[config.mk]
export PLATFORM = sky130hd
export DESIGN_NAME = hist_queue
export DESIGN_NICKNAME = d
export VERILOG_FILES = /design/src/rtl/histq_pkg.sv /design/src/rtl/edge_rise_det.sv /design/src/rtl/hist_queue.sv
export SDC_FILE = /design/constraint.sdc
export NUM_CORES = 1
export LEC_CHECK = 0
export CORE_MARGIN = 2
export CORE_UTILIZATION = 25
export CTS_CLUSTER_DIAMETER = 50
export DETAILED_ROUTE_END_ITERATION = 8
export DONT_BUFFER_PORTS = 1
export HOLD_SLACK_MARGIN = 0.08
export SLEW_MARGIN = 20
export SYNTH_ARGS = -nofsm -noshare
export SYNTH_HDL_FRONTEND = slang
export SYNTH_SLANG_ARGS = --single-unit
[constraint.sdc]
create_clock -name clock -period 1.9 [get_ports clock]
set_input_delay 0.475 -clock clock [delete_from_list [all_inputs] [get_ports clock]]
set_output_delay 0.475 -clock clock [all_outputs]
set_load 0.05 [all_outputs]
[src/rtl/histq_pkg.sv]
// Shared defaults and width helpers for the shift-history queue.
// Also holds the reset value of the insert-strobe history register.
package histq_pkg;

  localparam int DATA_W_DEF = 4;
  localparam int DEPTH_DEF  = 8;

  // Held high in reset so a strobe already high at release is not taken as an insert.
  localparam logic WRITE_PREV_RST = 1'b1;

  function automatic int cnt_w(input int depth);
    return $clog2(depth + 1);
  endfunction

  function automatic int addr_w(input int depth);
    return (depth > 1) ? $clog2(depth) : 1;
  endfunction

endpackage

[src/rtl/edge_rise_det.sv]
// Rising-edge detector for the insert strobe.
// Registers the strobe and produces a one-cycle pulse on each 0->1 transition.
module edge_rise_det
  import histq_pkg::*;
(
  input  logic clock,
  input  logic reset_n,
  input  logic sig,
  output logic pulse
);

  logic sig_prev;

  always_ff @(posedge clock) begin
    if (!reset_n) sig_prev <= WRITE_PREV_RST;
    else          sig_prev <= sig;
  end

  assign pulse = sig & ~sig_prev;

endmodule

[src/rtl/hist_queue.sv]
// Parametrised shift-history queue with valid tracking, occupancy and random read.
// Optional feature: define HISTQ_MATCH_EN to add the registered `match` flag.
module hist_queue
  import histq_pkg::*;
#(
  parameter int DATA_W = DATA_W_DEF,
  parameter int DEPTH  = DEPTH_DEF,
  parameter int CNT_W  = cnt_w(DEPTH),
  parameter int ADDR_W = addr_w(DEPTH)
) (
  input  logic              clock,
  input  logic              reset_n,
  input  logic [DATA_W-1:0] data_in,
  input  logic              write,
  input  logic              clear,
  input  logic [ADDR_W-1:0] rd_addr,
  output logic [DATA_W-1:0] rd_data,
  output logic [DATA_W-1:0] data_out1,
  output logic [DATA_W-1:0] data_out2,
  output logic              valid_out1,
  output logic              valid_out2,
  output logic [CNT_W-1:0]  count,
  output logic              full,
  output logic              empty
`ifdef HISTQ_MATCH_EN
  ,
  output logic              match
`endif
);

  logic [DATA_W-1:0] data_q [DEPTH];
  logic [DEPTH-1:0]  valid_q;
  logic [CNT_W-1:0]  count_q;
  logic              push;

  edge_rise_det u_edge (
    .clock   (clock),
    .reset_n (reset_n),
    .sig     (write),
    .pulse   (push)
  );

  always_ff @(posedge clock) begin
    if (!reset_n || clear) begin
      for (int k = 0; k < DEPTH; k++) data_q[k] <= '0;
      valid_q <= '0;
      count_q <= '0;
    end else if (push) begin
      data_q[0] <= data_in;
      for (int k = 1; k < DEPTH; k++) data_q[k] <= data_q[k-1];
      valid_q <= {valid_q[DEPTH-2:0], 1'b1};
      if (count_q != CNT_W'(DEPTH)) count_q <= count_q + CNT_W'(1);
    end
  end

  // Decoded by loop so out-of-range addresses (non power-of-2 DEPTH) fall through to 0.
  always_comb begin
    rd_data = '0;
    for (int i = 0; i < DEPTH; i++) begin
      if (ADDR_W'(i) == rd_addr && valid_q[i]) rd_data = data_q[i];
    end
  end

  assign data_out1  = valid_q[DEPTH-1] ? data_q[DEPTH-1] : '0;
  assign data_out2  = valid_q[DEPTH-2] ? data_q[DEPTH-2] : '0;
  assign valid_out1 = valid_q[DEPTH-1];
  assign valid_out2 = valid_q[DEPTH-2];
  assign count      = count_q;
  assign full       = (count_q == CNT_W'(DEPTH));
  assign empty      = (count_q == '0);

`ifdef HISTQ_MATCH_EN
  logic hit;

  always_comb begin
    hit = 1'b0;
    for (int i = 0; i < DEPTH; i++) begin
      if (valid_q[i] && data_q[i] == data_in) hit = 1'b1;
    end
  end

  always_ff @(posedge clock) begin
    if (!reset_n || clear) match <= 1'b0;
    else if (push)         match <= hit;
  end
`endif

endmodule

* Yosys cells after proc, flatten, opt, wreduce, memory -nomap -nowiden *
Memories as Yosys holds them, arrays and structs flattened.
Index checks and enable logic that the tools add are counted.

storage, ports and cells
  bits in registers = 13
  bits in latches = 0
  RAM bits = 32
  bits in read-only memories = 0
  input port bits = 11
  output and inout port bits = 20
  logic and storage cells = 60
  memories kept = 1

memories
  name    words  bits a word  rd ports  clocked after memory_dff  wr ports  line              source
  data_q  8      4            8         0                         8         hist_queue.sv:31  logic [DATA_W-1:0] data_q [DEPTH];

cells by class
  add/subtract/negate cells = 1
  $mul = 0
  div/mod/pow operators = 0
  $lt $le $gt $ge = 0
  equal/unequal tests = 9
  shift operators = 0
  muxes and demuxes = 23
  bitwise logic cells = 10
  reduce and logical (&&, ||, !) cells = 13

operator list
  cell                                                number
  2-to-1 mux 4 bit                                    18
  equality test 3 bit, first input constant           4
  logical AND 1 bit                                   8
  OR 1 bit                                            8
  equality test 2 x 3 -> 1 bit, first input constant  2
  2-to-1 mux 1 bit                                    5
  adder 4 x 1 -> 4 bit, second input constant         1
  equality test 4 bit, second input constant          1
  logical NOT 4 bit                                   1
  != test 4 bit, second input constant                1
  equality test 1 x 3 -> 1 bit, first input constant  1
  logical NOT 3 bit                                   1
  AND reduction 2 bit                                 1
  bitwise AND 1 bit                                   1
  logical NOT 1 bit                                   1
  logical OR 1 bit                                    1
  inverter 1 bit                                      1

* Logic depth before layout (Yosys ltp) *
Gate-level depths: netlist of run 1.

  depth in word-level cells = 10
  gate-level depth with buffers = 7
  mapped depth without buffers = 7

* Hierarchy *
From an unflattened synthesis of run 1, not the netlist that was laid out.

second synthesis, totals
  cells, all modules = 208
  area total of the unflattened synthesis = 2245.9 µm²

by module, submodules not included
  module         times used  cells an instance  area each (µm²)  seq. area each (µm²)
  hist_queue     1           205                2205.9           1201.2
  edge_rise_det  1           3                  40.0             20.0

* Least setup slack after synthesis of run 1 *
Ideal clock, no wire load.

  path kind = reg2out
  start = register count_q[0] (netlist: count[0])
  end = output port empty
  arrival = 1913 ps
  data required time = 1425 ps
  setup slack = -488 ps
  stages on the path, launching flop included = 4
  buffers on the path = 0
  cells stage by stage = dfxtp_1 -> inv_1 -> ha_1 -> nor3b_1

on the way
  word-level cells in the longest chain between the ends = 1

ends and longest elaborated chain
  element                 line              source
  from (decl)             hist_queue.sv:33  logic [CNT_W-1:0] count_q;
  from (signal assigned)  hist_queue.sv:52  if (count_q != CNT_W'(DEPTH)) count_q <= count_q + CNT_W'(1);
  logical NOT 4 bit       hist_queue.sv:70  assign empty = (count_q == '0);
  to (decl)               hist_queue.sv:24  output logic empty

Every way passes these cells.

==> results.md, run 1 <==
## Worst setup path
- **length in cells of the worst reg-to-reg path** 7
- **Crit Path Category** register to output pin
- **maximum net fanout on the critical path** 2
- **kind of start point of the critical path** register
- **required time of the critical path** 1.42 ns
- **critical path endpoint category** output pin
- **worst path arrival time** 1.69 ns

## Synth
- **count of state elements after synthesis** 45
- **Area contributors post-synth** sky130_fd_sc_hd__edfxtp_1 (44%), sky130_fd_sc_hd__dfxtp_1 (12%), sky130_fd_sc_hd__and3_1 (6.8%)
- **Cell variety after synth** 32
- **synthesized netlist cell count** 212
- **most area-hungry cell type in the Yosys netlist** sky130_fd_sc_hd__edfxtp_1
- **synthesized cell area** 0.00219 mm²
- **mean instance size in the synthesized netlist** 10.3 µm²
- **sequential area share after synthesis** 55.7%
- **post-synthesis net count** 225
- **Yosys warning count** 0
- **top-area cell type share of the netlist area** 43.8%

## Clock network
- **maximum buffer depth of the clock tree** 2
- **clock latency of the later-clocked register in the worst-skew pair** 0.30 ns
- **CTS sink cnt** 45
- **CTS HTree Levels** 2
- **clock-pin transition on the worst setup and hold timing paths** 0.08 ns
- **setup fix buffers added after clock tree synthesis** 0
- **TritonCTS clock tree** done
- **clock buffer count from CTS** 5
- **number of hold buffers added after cts** 0
- **CTS root buf** sky130_fd_sc_hd__clkbuf_8

## Cells and area
- **synthesis-to-layout area growth** 21.2%
- **layout cells sized above 1** 21.8%
- **most common cell after layout, fill and taps aside** sky130_fd_sc_hd__edfxtp_1
- **number of fill cells** 870
- **share of the core filled with cells in the final layout** 30.9%
- **commonest cells after routing, fill and taps aside** sky130_fd_sc_hd__edfxtp_1 (32), sky130_fd_sc_hd__nand2_1 (26), sky130_fd_sc_hd__and3_1 (24)
- **count of antenna diodes in the layout** 0
- **nets** 241

## Place
- **Final Wtd Congestion** 0.823
- **Final HPWL DP** 3040 µm
- **I/O Buffers** 0

## Global route
- **initial antenna violation count** 0
- **gr usage total** 9.67%
- **pin count of the biggest net entering global routing** 34
- **overflow left after global routing** 0
- **via count of the first global-routing pass** 1553
- **first-pass GRT wire length** 7470 µm

## Die
- **ports placed on the boundary** 31
- **Initial Util** 25.5%
- **die extent in x** 97.7 µm
- **Vert. Die Dim** 97.7 µm
- **cell row count** 34
- **area inside the core boundary** 0.00859 mm²
- **Die ar.** 0.00954 mm²

## Detailed routing
- **number of nets with antenna violations after detailed routing** 0
- **WL final** 4540 µm
- **Via-to-Cell Ratio** 4.63
- **Post-route DRC** 0
- **WL/cell** 13.5 µm
- **detailed-route via count** 1560
- **number of violations reported at the end of detailed-routing iteration 0** 60
- **DRT Pass-1 Iters** 4

## STA
- **Worst Max-Slew Pin Slew** 0.485 ns
- **max_slew headroom** 67.7%
- **setup repair after global routing missed its margin** yes
- **worst setup margin** -0.265 ns
- **number of hold violations in the final report** 0
- **Setup TNS** -0.844 ns
- **setup-violating endpoint count in the final report** 4
- **fmax** 462 MHz
- **minimum period implied by the final worst setup slack** 2.17 ns
- **period utilization** 114%
- **Fin Clk Skew** 0.0102 ns
- **Slew Limit Fails** 0

## Power
- **leakage** 1.06 nW
- **VDD IR-drop max** 352 µV
- **Cell Pwr Density** 720 mW/mm²

## Status
- **outcome** finished with violations
- **violated checks** setup timing

## Hold path
- **cell depth of the worst hold path** 1
- **hold crit path type** primary input to register

## Flow run
- **max_cap viols** 0

[timing repair]
action / 4_1_cts / 5_1_grt
pin swaps: 5 / 10
endpoints found under the hold margin: 0 / 0
endpoints found under the setup margin: 4 / 4
resized for setup: 2 / 16
[worst max-delay path, cell delays in order (launching register included)]
cell                       delay (ns)
sky130_fd_sc_hd__edfxtp_1        0.38
sky130_fd_sc_hd__or3b_1          0.35
sky130_fd_sc_hd__a21oi_1         0.17
sky130_fd_sc_hd__a21oi_1         0.10
sky130_fd_sc_hd__o22ai_2         0.24
sky130_fd_sc_hd__nand2_4         0.15
[metrics by stage]
stage | total power, mW | setup slack [ns] | std cells | area [µm²] | hold WS (ns)
final | 1.91 | -0.265 | 337 | 2660 | 0.251
after floorplan | 1.19 | -0.0889 | 212 | 2230 | 0.454
after detailed placement | 1.21 | -0.107 | 329 | 2490 | 0.513
after global routing | 1.99 | -0.355 | 337 | 2660 | 0.247
after global placement | 1.21 | -0.104 | 329 | 2490 | 0.504
after CTS | 1.94 | -0.329 | 337 | 2600 | 0.241
[area by class of cell]
class	instances	area (µm²)	area share, %
Sequential cell	45	1230	46.3
Clock inverter	2	38.8	1.46
Tap cell	108	135	5.08
Timing Repair Buffer	21	204	7.67
Multi-Input combinational cell	153	970	36.5
Inverter	2	7.51	0.282
Clock buffer	6	72.6	2.73
[report_power, final]
part | leakage, nW | total (mW) | switching, mW | internal (mW)
clock network | 0.0554 | 0.724 | 0.329 | 0.395
logic | 0.538 | 0.0856 | 0.0546 | 0.0310
registers | 0.468 | 1.10 | 0.0189 | 1.09
total | 1.06 | 1.91 | 0.402 | 1.51
[metal layers]
metal | global-route usage, % | share of wire [%] | up-vias
li1 | - | - | 793
met1 | 12.7 | 47 | 725
met2 | 15.2 | 46 | 37
met3 | 3.17 | 6.1 | 5
met4 | 2.88 | 0.79 | 0
met5 | 0 | 0 | -
[kinds of logic (layout without fill, tap and decap cells)]
logic type | Yosys count | after routing | share of synthesized area [%]
adders and majority gates | 2 | 2 | 1.14
and+or+nand+nor | 110 | 110 | 29.3
AOI/OAI and AO/OA | 37 | 37 | 9.36
buffers and inverters | 14 | 31 | 2.91
xor gates and xnor gates | 3 | 3 | 1.20
muxes | 1 | 1 | 0.456
DFF | 45 | 45 | 55.7
[worst paths after layout]
path	startpoint	to	slack, ns
hold reg to reg	valid_q[0]	valid_q[1]	0.50
hold / removal	reset_n	u_edge.sig_prev	0.25
setup reg to reg	count[0]	count[2]	0.50
setup / recovery	data_q[0][10]	rd_data[2]	-0.27
[registers in the layout, indices dropped and copies added, names as in the netlist]
register and count:
count 4, data_q 32, valid_q 8, u_edge.sig_prev 1
[synthesized netlist by cell type, drive strengths merged]
cell type,number
and3,24
or3b,6
ha,2
and4b,4
and4bb,2
dfxtp,13
and4,1
o21ai,9
a21oi,19
and2,17
a31oi,2
nand2,31
nor3b,1
clkbuf,8
o22ai,3
nand4,1
nand2b,5
edfxtp,32
mux2i,1
a32oi,1
xor2,2
o211ai,1
and3b,5
xnor2,1
a211o,1
nor2,11
inv,2
nor2b,2
buf,4
a311oi,1
(Power assumes the default switching activity.)
==> run 2, diff against run 1 <==
--- a/config.mk
+++ b/config.mk
@@ -10,7 +10,8 @@
 export CTS_CLUSTER_DIAMETER = 50
 export DETAILED_ROUTE_END_ITERATION = 8
 export DONT_BUFFER_PORTS = 1
-export HOLD_SLACK_MARGIN = 0.08
+export HOLD_SLACK_MARGIN = 0.15
+export SKIP_CTS_REPAIR_TIMING = 1
 export SLEW_MARGIN = 20
 export SYNTH_ARGS = -nofsm -noshare
 export SYNTH_HDL_FRONTEND = slang
==> results.md, run 2 (synthesis results as in run 1) <==
## Worst setup path
- **Slowest-stage cell, CP** sky130_fd_sc_hd__edfxtp_1
- **critical path's top delay family** simple AND/OR/NAND/NOR gates
- **length in cells of the worst reg-to-reg path** 7, unchanged
- **worst path arrival time** 1.70 ns, about the same
- **max incr delay on CP** 0.41 ns, +0.03 ns
- **flop2flop setup slack** 0.50 ns, about the same
- **combined buffer and inverter count along the critical path** 0, unchanged
- **maximum net fanout on the critical path** 2, unchanged
- **kind of start point of the critical path** register
- **required time of the critical path** 1.42 ns, about the same
- **critical path endpoint category** output pin
- **origin of the critical flop-to-flop path** count[0]
- **worst reg2reg path endpoint** count[2]
- **cell chain of the critical path** or3b_4 -> a21oi_2 -> o21ai_2 -> o22ai_2 -> nand2_4
- **Crit Path Category** register to output pin

## Clock network
- **maximum buffer depth of the clock tree** 2, unchanged
- **CTS root buf** sky130_fd_sc_hd__clkbuf_8
- **CTS sink cnt** 45, unchanged
- **CTS HTree Levels** 2, unchanged
- **clock-pin transition on the worst setup and hold timing paths** 0.09 ns, about the same
- **clock latency of the later-clocked register in the worst-skew pair** 0.30 ns, about the same
- **TritonCTS clock tree** done
- **clock buffer count from CTS** 5, unchanged

## Flow run
- **max_cap viols** 0, unchanged

## Place
- **worst setup slack before clock tree synthesis** -0.107 ns, unchanged
- **area after detailed placement** 0.00249 mm², unchanged
- **I/O Buffers** 0, unchanged
- **Final HPWL DP** 3040 µm, unchanged
- **Final Wtd Congestion** 0.823, unchanged

## Cells and area
- **FF/Latch Area** 0.00123 mm², unchanged
- **count of antenna diodes in the layout** 0, unchanged
- **most common cell after layout, fill and taps aside** sky130_fd_sc_hd__edfxtp_1
- **commonest cells after routing, fill and taps aside** sky130_fd_sc_hd__edfxtp_1 (32), sky130_fd_sc_hd__nand2_1 (26), sky130_fd_sc_hd__and3_1 (24)
- **layout cells sized above 1** 22.7%, +0.87 points
- **largest register by flop count** data_q
- **area of the multi-input gates** 976 µm², +0.65%
- **synthesis-to-layout area growth** 21.5%
- **Post-Layout Inst Area** 0.00267 mm², +0.24%
- **number of fill cells** 869, -0.11%
- **nets** 241, unchanged
- **Largest register FFs** 32, unchanged
- **share of the core filled with cells in the final layout** 31.0%, +0.073 points

## Detailed routing
- **detailed-route via count** 1560, unchanged
- **DRT Pass-1 Iters** 4, unchanged
- **Post-route DRC** 0, unchanged
- **Via-to-Cell Ratio** 4.63, unchanged
- **number of nets with antenna violations after detailed routing** 0, unchanged
- **number of violations reported at the end of detailed-routing iteration 0** 67, +12%
- **WL/cell** 13.5 µm, about the same
- **WL final** 4540 µm, about the same

## Power
- **Tot Pwr** 1.92 mW, +0.11%
- **internal power summed over all cells** 1.51 mW, about the same
- **switching part of the total power** 21.1%, +0.083 points
- **Cell Pwr Density** 719 mW/mm², -0.13%
- **clock network fraction of total power** 37.9%, about the same
- **sequential fraction of design power** 57.7%, about the same
- **leakage** 1.07 nW, +0.42%
- **VDD IR-drop max** 352 µV, about the same
- **Combinational Power Share** 4.5%, about the same
- **switching power** 0.404 mW, +0.50%

## Die
- **Die ar.** 0.00954 mm², unchanged
- **Vert. Die Dim** 97.7 µm, unchanged
- **cell row count** 34, unchanged
- **die extent in x** 97.7 µm, unchanged
- **Initial Util** 25.5%, unchanged
- **area inside the core boundary** 0.00859 mm², unchanged
- **ports placed on the boundary** 31, unchanged

## STA
- **setup-violating endpoint count in the final report** 4, unchanged
- **period utilization** 114%, +0.40 points
- **Fin Clk Skew** 0.0110 ns, +0.000748 ns
- **max_slew headroom** 67.5%, -0.16 points
- **Worst Max-Slew Pin Slew** 0.487 ns, +0.00244 ns
- **worst setup margin** -0.273 ns, -0.00766 ns
- **Setup TNS** -0.855 ns, -0.0108 ns
- **number of hold violations in the final report** 0, unchanged
- **setup repair after global routing missed its margin** yes
- **fmax** 460 MHz, -0.35%
- **minimum period implied by the final worst setup slack** 2.17 ns, +0.00766 ns
- **Slew Limit Fails** 0, unchanged

## Global route
- **overflow left after global routing** 0, unchanged
- **via count of the first global-routing pass** 1553, unchanged
- **pin count of the biggest net entering global routing** 34, unchanged
- **layer with the highest usage** met2
- **Global Route met1 Usage** 12.7%, unchanged
- **initial antenna violation count** 0, unchanged
- **gr usage total** 9.67%, unchanged
- **Global Route met2 Usage** 15.2%, unchanged
- **first-pass GRT wire length** 7470 µm, unchanged
- **met3 layer usage reported by global route** 3.17%, unchanged

## Hold path
- **end of the worst hold path** u_edge.sig_prev
- **hold crit path type** primary input to register
- **cell depth of the worst hold path** 1, unchanged
- **worst hold path startpoint** reset_n

## Status
- **outcome** finished with violations
- **violated checks** setup timing

==> run 2: per-layer routing <==
metal | up-vias | share of wire [%] | wire length (µm)
met2 | 38 | 46 | 2110
met3 | 3 | 5.6 | 256
met4 | 0 | 0.44 | 20
li1 | 792 | - | -
met5 | - | 0 | 0
met1 | 727 | 47 | 2160
==> run 2: power groups by stage <==
stage | clock network, mW | logic [mW] | registers [mW]
after CTS | 0.753 | 0.0851 | 1.11
after global routing | 0.788 | 0.0939 | 1.11
after global placement | 0 | 0.0842 | 1.13
after detailed placement | 0 | 0.0848 | 1.13
after floorplan | 0 | 0.0675 | 1.12
final | 0.726 | 0.0852 | 1.10
==> run 2: layout make-up <==
type / instances / share of cell area [%]
Clock buffer: 6 / 2.72
Clock inverter: 2 / 1.46
Inverter: 2 / 0.282
Multi-Input combinational cell: 153 / 36.6
Sequential cell: 45 / 46.2
Tap cell: 108 / 5.07
Timing Repair Buffer: 21 / 7.65
==> run 2: worst max-delay path by stage <==
stage                  start    endpoint  slack, ns  cells past startpoint
2_1_floorplan     rd_addr[0]  rd_data[3]      -0.09                      4
3_3_place_gp      rd_addr[0]  rd_data[2]      -0.10                      5
3_5_place_dp      rd_addr[0]  rd_data[2]      -0.11                      5
4_1_cts        data_q[0][18]  rd_data[2]      -0.35                      5
5_1_grt        data_q[0][10]  rd_data[2]      -0.32                      5
6_report       data_q[0][18]  rd_data[2]      -0.27                      5
==> run 2: per-stage QoR <==
stage	std cells	hold WS, ns
finish	337	0.251
global route	337	0.247
CTS	337	0.241
detailed placement	329	0.513
global placement	329	0.504
floorplan	212	0.454
==> run 2: worst reg2reg max path: cells and delay by family (launching register included) <==
kind          cells  cell delay (ns)
flops             1             0.33
buf+inv           1             0.04
fa+ha+maj         1             0.20
simple gates      4             0.57
xor+xnor          1             0.15
==> run 3, diff against run 2 <==
--- a/config.mk
+++ b/config.mk
@@ -11,6 +11,7 @@
 export DETAILED_ROUTE_END_ITERATION = 8
 export DONT_BUFFER_PORTS = 1
 export HOLD_SLACK_MARGIN = 0.15
+export RECOVER_POWER = 50
 export SKIP_CTS_REPAIR_TIMING = 1
 export SLEW_MARGIN = 20
 export SYNTH_ARGS = -nofsm -noshare
==> results.md, run 3 (synthesis results as in run 1) <==
## Status
- **outcome** finished with violations
- **violated checks** setup timing

## STA
- **minimum period implied by the final worst setup slack** 2.18 ns, +0.00259 ns
- **Worst Max-Slew Pin Slew** 1.17 ns, +0.687 ns
- **worst setup margin** -0.276 ns, -0.00259 ns
- **setup-violating endpoint count in the final report** 6, +2
- **setup repair after global routing missed its margin** yes
- **Fin Clk Skew** 0.0120 ns, +0.00107 ns
- **fmax** 460 MHz, -0.12%
- **period utilization** 115%, +0.14 points
- **number of hold violations in the final report** 0, unchanged
- **max_slew headroom** 21.7%, -46 points
- **Slew Limit Fails** 0, unchanged
- **tightest hold margin** 0.252 ns, +0.000482 ns

## Place
- **Final Wtd Congestion** 0.823, unchanged
- **area after detailed placement** 0.00249 mm², unchanged
- **Final HPWL DP** 3040 µm, unchanged
- **# placed instances** 329, unchanged
- **worst setup slack before clock tree synthesis** -0.107 ns, unchanged
- **I/O Buffers** 0, unchanged

## Cells and area
- **nets** 241, unchanged
- **Largest register FFs** 32, unchanged
- **most common cell after layout, fill and taps aside** sky130_fd_sc_hd__edfxtp_1
- **largest register by flop count** data_q
- **final non-filler cell total** 337, unchanged
- **synthesis-to-layout area growth** 20.0%
- **layout cells sized above 1** 20.5%, -2.2 points
- **count of antenna diodes in the layout** 0, unchanged
- **commonest cells after routing, fill and taps aside** sky130_fd_sc_hd__edfxtp_1 (32), sky130_fd_sc_hd__nand2_1 (27), sky130_fd_sc_hd__and3_1 (24)
- **Post-Layout Inst Area** 0.00263 mm², -1.2%

## Worst setup path
- **worst path arrival time** 1.70 ns, about the same
- **kind of start point of the critical path** register
- **critical path endpoint category** output pin
- **Crit Path Category** register to output pin
- **required time of the critical path** 1.42 ns, about the same
- **maximum net fanout on the critical path** 2, unchanged

## Hold path
- **hold crit path type** primary input to register

## Die
- **Initial Util** 25.5%, unchanged
- **Vert. Die Dim** 97.7 µm, unchanged
- **Die ar.** 0.00954 mm², unchanged
- **cell row count** 34, unchanged
- **die extent in x** 97.7 µm, unchanged
- **ports placed on the boundary** 31, unchanged
- **area inside the core boundary** 0.00859 mm², unchanged

## Global route
- **via count of the first global-routing pass** 1553, unchanged
- **initial antenna violation count** 0, unchanged
- **gr usage total** 9.67%, unchanged
- **overflow left after global routing** 0, unchanged
- **pin count of the biggest net entering global routing** 34, unchanged
- **first-pass GRT wire length** 7470 µm, unchanged

## Detailed routing
- **WL/cell** 13.5 µm, +0.15%
- **Post-route DRC** 0, unchanged
- **WL final** 4550 µm, +0.15%
- **number of nets with antenna violations after detailed routing** 0, unchanged
- **number of violations reported at the end of detailed-routing iteration 0** 60, -10%
- **detailed-route via count** 1556, -0.26%
- **Via-to-Cell Ratio** 4.62, -0.26%
- **DRT Pass-1 Iters** 4, unchanged

## Clock network
- **CTS HTree Levels** 2, unchanged
- **TritonCTS clock tree** done
- **CTS sink cnt** 45, unchanged
- **maximum buffer depth of the clock tree** 2, unchanged
- **clock-pin transition on the worst setup and hold timing paths** 0.09 ns, about the same
- **clock buffer count from CTS** 5, unchanged
- **clock latency of the later-clocked register in the worst-skew pair** 0.30 ns, about the same
- **CTS root buf** sky130_fd_sc_hd__clkbuf_8

## Power
- **Tot Pwr** 1.91 mW, -0.23%
- **VDD IR-drop max** 352 µV, about the same
- **leakage** 1.04 nW, -2.3%
- **Cell Pwr Density** 726 mW/mm², +1.0%

## Flow run
- **max_cap viols** 0, unchanged

## run 3: cell types whose count changed in the layout (fill, tap and decap cells not counted), sizes merged
cell | previous run | this run
clkbuf | 7 | 12
buf | 20 | 15
## run 3: worst paths after layout
path,start,endpoint,slack (ns),cells after the start
worst max-delay path,data_q[0][18],rd_data[2],-0.28,5
worst max register to register,u_edge.sig_prev,count[3],0.09,5
worst min register to register,valid_q[0],valid_q[1],0.50,2
worst min-delay path,reset_n,u_edge.sig_prev,0.25,1
## run 3: final cells by class
class                   count  area (µm²)
multi-input cells         153         973
inverters                   2        7.51
well taps                 108         135
flip-flops and latches     45        1230
repair buffers             21         174
fillers                   877        5960
clock buffers               6        72.6
clock inverters             2        38.8
## run 3: power by group
part	internal, mW	switching (mW)
clock	0.395	0.332
sequential	1.09	0.0191
combinational	0.0265	0.0535
## run 3: critical path: stages (launching register included)
cell	delay [ns]
sky130_fd_sc_hd__edfxtp_1	0.41
sky130_fd_sc_hd__or3b_4	0.39
sky130_fd_sc_hd__a21oi_2	0.15
sky130_fd_sc_hd__o21ai_2	0.07
sky130_fd_sc_hd__o22ai_2	0.22
sky130_fd_sc_hd__nand2_4	0.15
## run 3: per-layer routing
layer	global-route usage, %	up-vias	wire, µm
li1	-	791	-
met1	12.7	725	2140
met2	15.2	37	2140
met3	3.17	3	257
met4	2.88	0	20
met5	0	-	0
## run 3: stage by stage
step,utilization [%],setup TNS (ns)
final,30.6,-0.956
after global routing,30.6,-1.55
after CTS,30.3,-1.13
after detailed placement,29.0,-0.180
after global placement,29.0,-0.167
after floorplan,-,-0.115
